===== src/rtl/traffic_pkg.sv =====
// Shared lamp encoding and controller state enumeration for traffic_ctrl_param.
package traffic_pkg;

    typedef logic [1:0] lamp_t;

    localparam lamp_t RED    = 2'd0;
    localparam lamp_t YELLOW = 2'd1;
    localparam lamp_t GREEN  = 2'd2;

    typedef enum logic [2:0] {
        HWY_G = 3'd0,
        HWY_Y = 3'd1,
        ALL_R = 3'd2,
        CNT_G = 3'd3,
        CNT_Y = 3'd4,
        WALK  = 3'd5
    } state_e;

endpackage


===== src/rtl/phase_timer.sv =====
// Loadable, saturating down-counter; expired is high while the count sits at zero.
module phase_timer #(
    parameter int unsigned         TIMER_W = 8,
    parameter logic [TIMER_W-1:0]  RST_VAL = '0
) (
    input  logic               clk,
    input  logic               clear_n,
    input  logic               load,
    input  logic [TIMER_W-1:0] load_val,
    output logic               expired
);

    logic [TIMER_W-1:0] cnt_q, cnt_d;

    always_ff @(posedge clk or negedge clear_n) begin
        if (!clear_n) begin
            cnt_q <= RST_VAL;
        end else begin
            cnt_q <= cnt_d;
        end
    end

    always_comb begin
        cnt_d = cnt_q;
        if (load) begin
            cnt_d = load_val;
        end else if (cnt_q != '0) begin
            cnt_d = cnt_q - 1'b1;
        end
    end

    assign expired = (cnt_q == '0);

endmodule


===== src/rtl/traffic_ctrl_param.sv =====
// Highway/country intersection controller, Moore outputs from the state register.
// Define TRAFFIC_PED_EN to build in the pedestrian walk phase.
module traffic_ctrl_param
    import traffic_pkg::*;
#(
    parameter int unsigned Y2R_CYCLES      = 3,
    parameter int unsigned R2G_CYCLES      = 2,
    parameter int unsigned HWY_MIN_GREEN   = 8,
    parameter int unsigned CNTRY_MAX_GREEN = 10,
    parameter int unsigned WALK_CYCLES     = 6,
    parameter int unsigned TIMER_W         = 8
) (
    input  logic       clk,
    input  logic       clear_n,
    input  logic       x,
    input  logic       ped_req,
    output logic [1:0] hwy,
    output logic [1:0] cntry,
    output logic       walk
);

    state_e             state_q, state_d;
    logic               ped_q;
    logic               expired;
    logic               load;
    logic [TIMER_W-1:0] load_val;

    function automatic logic [TIMER_W-1:0] dur_m1(input state_e s);
        case (s)
            HWY_Y, CNT_Y: dur_m1 = TIMER_W'(Y2R_CYCLES - 1);
            ALL_R:        dur_m1 = TIMER_W'(R2G_CYCLES - 1);
            CNT_G:        dur_m1 = TIMER_W'(CNTRY_MAX_GREEN - 1);
            WALK:         dur_m1 = TIMER_W'(WALK_CYCLES - 1);
            default:      dur_m1 = TIMER_W'(HWY_MIN_GREEN - 1);
        endcase
    endfunction

    always_ff @(posedge clk or negedge clear_n) begin
        if (!clear_n) begin
            state_q <= HWY_G;
        end else begin
            state_q <= state_d;
        end
    end

    always_comb begin
        state_d = state_q;
        case (state_q)
            HWY_G: if (expired && (x || ped_q)) state_d = HWY_Y;
            HWY_Y: if (expired) state_d = ALL_R;
            ALL_R: if (expired) state_d = ped_q ? WALK : CNT_G;
            CNT_G: if (!x || expired) state_d = CNT_Y;
            CNT_Y: if (expired) state_d = HWY_G;
`ifdef TRAFFIC_PED_EN
            WALK:  if (expired) state_d = x ? CNT_G : HWY_G;
`endif
            default: state_d = HWY_G;
        endcase
    end

    // Reload only on a real state change so HWY_G can idle with the timer parked at 0.
    assign load     = (state_d != state_q);
    assign load_val = dur_m1(state_d);

    phase_timer #(
        .TIMER_W (TIMER_W),
        .RST_VAL (TIMER_W'(HWY_MIN_GREEN - 1))
    ) u_timer (
        .clk      (clk),
        .clear_n  (clear_n),
        .load     (load),
        .load_val (load_val),
        .expired  (expired)
    );

`ifdef TRAFFIC_PED_EN
    logic ped_d;

    // A request on the WALK-entry edge survives the clear.
    assign ped_d = ped_req | (ped_q & ~((state_d == WALK) & (state_q != WALK)));

    always_ff @(posedge clk or negedge clear_n) begin
        if (!clear_n) begin
            ped_q <= 1'b0;
        end else begin
            ped_q <= ped_d;
        end
    end
`else
    logic unused_ped_req;
    assign unused_ped_req = ped_req;
    assign ped_q          = 1'b0;
`endif

    always_comb begin
        hwy   = RED;
        cntry = RED;
        walk  = 1'b0;
        case (state_q)
            HWY_G: hwy   = GREEN;
            HWY_Y: hwy   = YELLOW;
            CNT_G: cntry = GREEN;
            CNT_Y: cntry = YELLOW;
`ifdef TRAFFIC_PED_EN
            WALK:  walk  = 1'b1;
`endif
            default: ;
        endcase
    end

endmodule


===== config.mk =====
export PLATFORM = sky130hd
export DESIGN_NAME = traffic_ctrl_param
export DESIGN_NICKNAME = d
export VERILOG_FILES = /design/src/rtl/traffic_pkg.sv /design/src/rtl/phase_timer.sv /design/src/rtl/traffic_ctrl_param.sv
export SDC_FILE = /design/constraint.sdc
export NUM_CORES = 1
export LEC_CHECK = 0
export BUFFER_PORTS_ARGS = -buffer_cell sky130_fd_sc_hd__buf_2
export CAP_MARGIN = 30
export CELL_PAD_IN_SITES_DETAIL_PLACEMENT = 1
export CELL_PAD_IN_SITES_GLOBAL_PLACEMENT = 1
export CORE_MARGIN = 2
export CORE_UTILIZATION = 40
export DETAILED_ROUTE_END_ITERATION = 12
export GPL_TIMING_DRIVEN = 0
export PLACE_DENSITY = 0.78
export SYNTH_ARGS = -nofsm -noshare
export SYNTH_HDL_FRONTEND = slang
export SYNTH_SLANG_ARGS = --single-unit
export TNS_END_PERCENT = 100

===== constraint.sdc =====
create_clock -name clk -period 2.2 [get_ports clk]
set_input_delay 0.44 -clock clk [delete_from_list [all_inputs] [get_ports clk]]
set_output_delay 0.44 -clock clk [all_outputs]
set_load 0.03 [all_outputs]

# Yosys cells after proc, flatten, opt, wreduce, memory -nomap -nowiden
# Index checks and enable logic that the tools add are counted.
# Widths: inputs -> output; s select.
# totals
ff_bits	11
in_bits	4
# op_classes
eq_ne	10
n_mux	11
n_reduce_logical	8
add_sub_neg	1
# op_table
cell	n
$mux 8	2
$pmux 4 s4	1
$mux 3	5
$pmux 3 s5	1
$eq 3x2->1 const B	4
$eq 3x3->1 const B	3
$logic_not 8->1	1
$pmux 2 s2	2
$reduce_bool 8->1	1
$sub 8x1->8 const B	1
$eq 3x1->1 const B	2
$logic_not 3->1	1
$ne 3x3->1	1
$reduce_bool 2->1	1
$reduce_or 2->1	1
$logic_and 1x1->1	1
$logic_not 1->1	1
$logic_or 1x1->1	1

# Depth between registers and ports, before layout
# depth
depth_word	8
mapped_depth	6
mapped_depth_nobuf	6

# Cells and area by module
# From an unflattened synthesis, not the netlist that was laid out.
# hier_totals
cells_unflattened	98
hier_area_um2	782.0
# modules_own_cells
module	area_per_inst_um2	instances	seq_area_each_um2	cells_per_inst
phase_timer	480.5	1	203.9	54
traffic_ctrl_param	301.5	1	75.1	44

# Worst setup path after synthesis
# Ideal clock, no wire load.
# synth_path
kind	register to register
start	register u_timer.cnt_q[0]
end	register u_timer.cnt_q[5]
setup_slack_ps	437
stages_incl_launch_ff	7
n_path_buf	0
arrival_time_ps	1685
cell_sequence	dfstp_2 -> inv_1 -> ha_1 -> nor3b_1 -> and2_1 -> or4_1 -> a21oi_1
# synth_between
elab_chain_len	6
word_cells_on_any_way	15
# synth_lines
element	line	source
from (decl)	phase_timer.sv:13	logic [TIMER_W-1:0] cnt_q, cnt_d;
from (signal assigned)	phase_timer.sv:19	cnt_q <= cnt_d;
$logic_not 8->1	phase_timer.sv:32	assign expired = (cnt_q == '0);
$logic_or 1x1->1 or $logic_and 1x1->1 (tied branches)	traffic_ctrl_param.sv:52, traffic_ctrl_param.sv:49	
$mux 3, on equally long branches	traffic_ctrl_param.sv:52, traffic_ctrl_param.sv:49	
$pmux 3 s5	traffic_ctrl_param.sv:48	case (state_q)
$ne 3x3->1	traffic_ctrl_param.sv:62	assign load = (state_d != state_q);
$mux 8 or $reduce_bool 2->1 (tied branches)	-	
# Parallel ways exist; a longest one is shown, timed or not. The select of a mux whose other input is x is not followed.
# A chain may end at the register's enable or synchronous reset.

# Final worst setup path
# layout_path
start	register state_q[0]
end	output cntry[0]
# layout_between
elab_chain_len	2
word_cells_on_any_way	3
# layout_lines
element	line	source
from (decl)	traffic_ctrl_param.sv:22	state_e state_q, state_d;
from (signal assigned)	traffic_ctrl_param.sv:42	state_q <= state_d;
$eq 3x3->1 or $eq 3x2->1 (tied branches)	traffic_ctrl_param.sv:99	case (state_q)
$pmux 2 s2 *	traffic_ctrl_param.sv:99	
to (decl)	traffic_ctrl_param.sv:18	output logic [1:0] cntry,
# Every way passes the cells marked *; elsewhere a longest branch is shown, timed or not.

==> reports/qor.txt <==
fillers - 195
initial antenna violation count - 0
final setup margin - 174 ps
Mean Syn Cell Area - 8.71 µm²
post-CTS setup buffers - 0
number of DRC markers in iteration 0 - 4
combinational power share - 0.424
Reg-to-Reg End - u_timer.cnt_q[5]$_DFFE_PN0P_
Setup Viol. Count Final - 0
CP Cell Sequence - buf_2, or2_1, clkbuf_1, nor2_1, buf_2
largest net degree at the start of global routing - 12
Layout Cells excl Fill - 104
die width - 45.2 µm
main flop type after synthesis - dfrtp_1
cts hold-fix bufs - 0
nets - 94
RR Startpoint - u_timer.cnt_q[0]$_DFFE_PN1P_
clk slew on worst S/H paths - 70 ps
Top Ports - 9
placed insts - 100
endpoint type of the worst setup path - output pin
Syn Nets - 83
Worst Path Required - 1760 ps
DRC viols - 0
dpl hpwl - 1210 µm
Post-synth EDFFs - 0
drt pass-1 iters - 4
first-pass GRT wire length - 2680 µm
sequential share of the synthesized area - 0.411
peak supply drop - 0.571 mV
Lkg Pwr - 0.335 nW
Slew Limit Fails - 0
slowest CP cell - dfrtp_1
mux cell area share after synthesis - 0.0295
Pint - 0.546 mW
Arrival @ worst endpoint - 1590 ps
crit path launch type - register
share of layout cells above drive strength 1 - 0.216
Setup WS pre-CTS - 262 ps
Ys Warns - 0
Syn Inst Count - 78
placed cell area - 729 µm²
Critical Path Most Common Cell - buf_2
Fmax - 0.494 GHz
RD Place Congestion - 0.754
Switching Share - 0.424
post-CTS sizing - 0
Simple-Gate Fraction of Synth Area - 0.256
fin crit share - 0.921
Initial Util - 0.441
combinational family with the most area after synthesis - simple AND/OR/NAND/NOR gates
via count - 604
Synth Area in XOR/XNOR - 0.0258
GRT Resource Usage Total - 0.189
worst-path fanout max - 10
post-synthesis adder-cell area fraction - 0.0184
Worst path max stage delay - 360 ps
Synth Area in Compound Gates - 0.197
I/O Buffers - 6
unrepaired setup endpoints after global routing - no
Clk network pwr share - 0.145
Avg WL per Cell - 15.0 µm
Buffers & Inverters on Critical Path - 3
CTS tree - yes
pwr/cell area - 1250 nW/µm²
worst skew pair latency - 260 ps
sequential share of power - 0.431
# rows - 14
Post-Syn Area - 679 µm²
via/cell ratio - 5.81
number of diodes - 0
Num CTS Buffers - 3
status - finished, final reports clean
final setup skew - 0.401 ps
CTS H-Tree Depth - 1
path type of the worst min-delay path - in -> async
reg2reg setup slack - 250 ps
Die ar. - 2040 µm²
Max Cap Viol - 0
CORE AREA - 1540 µm²
crit path from - state_q[0]$_DFF_PN0_
GRT overflow - 0
Fin. Hold Viols - 0
clock sinks - 11
Setup TNS - 0 ps
clock tree buffer depth - 2
vias in the first global route - 609
critical path's top delay family - buffers and inverters
Worst Reg-to-Reg Cells - 6
clk root buf - clkbuf_4
NetSw - 0.403 mW
Area Growth Syn to Fin - 11.2%
Finished Cell Area - 756 µm²
Synth async-reset ratio - 1.00
DRT Wirelength - 1560 µm
crit path time final - 2030 ps
Die Ht - 45.2 µm
Final ANT Viol Nets - 0
Netlist cell types - 36
critical path type - reg -> out
synthesis-stage register bit count - 11
-- layout make-up --
cell class | count | area (µm²) | share of cell area
Multi-Input combinational cell | 58 | 362 | 0.478
Sequential cell | 11 | 279 | 0.369
Timing Repair Buffer | 6 | 30.0 | 0.0397
Clock buffer | 4 | 26.3 | 0.0348
Buffer | 4 | 20.0 | 0.0265
Tap cell | 16 | 20.0 | 0.0265
Inverter | 5 | 18.8 | 0.0248
-- flip-flops by register name, summed over array words and instances (netlist names) --
signal and cells:
state_q 3, u_timer.cnt_q 8
-- per-layer routing --
layer,global-route usage,wire length (µm),vias to the layer above
li1,-,-,295
met1,0.219,678,293
met2,0.331,807,10
met3,0.0360,38,6
met4,0.0882,36,0
met5,0,0,-
-- through the flow --
step | power, mW | hold slack (ps) | util
detailed placement | 0.817 | 327 | 0.473
global route | 1.04 | 32.6 | 0.490
floorplan | 0.707 | 144 | -
global placement | 0.799 | 327 | 0.473
CTS | 0.961 | 35.5 | 0.490
finish | 0.948 | 33.6 | 0.490
-- cell usage in the layout (no fill, tap or decap), types with 2 or more instances in the layout --
cell	Yosys	final
clkbuf_4	0	3
buf_2	1	7
nand2_1	3	3
nor3_1	5	5
nor2b_1	2	2
nor2_1	9	9
and3_1	2	2
dfstp_2	3	3
or2_2	2	2
mux2i_1	2	2
clkbuf_1	2	3
a2111oi_0	2	2
inv_1	5	5
dfrtp_1	8	8
a21oi_1	7	7
o21ai_1	2	2
o21ai_0	3	3
-- synth_stat cells, drive strengths merged, types with 3 or more instances --
| cell | instances | area share |
|---|---|---|
| nor3 | 5 | 0.037 |
| inv | 5 | 0.028 |
| dfstp | 3 | 0.12 |
| a21oi | 7 | 0.052 |
| o21ai | 5 | 0.037 |
| dfrtp | 8 | 0.29 |
| nand2 | 3 | 0.017 |
| or2 | 3 | 0.028 |
| nor2 | 9 | 0.050 |
-- kinds of logic after synthesis --
group,count (synthesis)
flops,11
other cells,1
simple gates,31
compound gates,21
mux,2
xor+xnor,2
fa+ha+maj,1
buf+inv,9
-- power by group through the flow --
stage / Sequential (mW) / Combinational, mW / Clock [mW]
after global routing: 0.425 / 0.457 / 0.158
after detailed placement: 0.414 / 0.403 / 0
after CTS: 0.410 / 0.408 / 0.143
final: 0.409 / 0.402 / 0.138
after global placement: 0.409 / 0.390 / 0
after floorplan: 0.388 / 0.318 / 0
-- worst max path at each step --
stage	cells after the start	slack (ps)	end
floorplan	6	440	u_timer.cnt_q[5]$_DFFE_PN0P_
global placement	6	290	u_timer.cnt_q[1]$_DFFE_PN1P_
detailed placement	6	260	u_timer.cnt_q[5]$_DFFE_PN0P_
CTS	5	150	cntry[0]
global route	6	30	u_timer.cnt_q[1]$_DFFE_PN1P_
finish	5	170	cntry[0]
(Power assumes the default switching activity.)
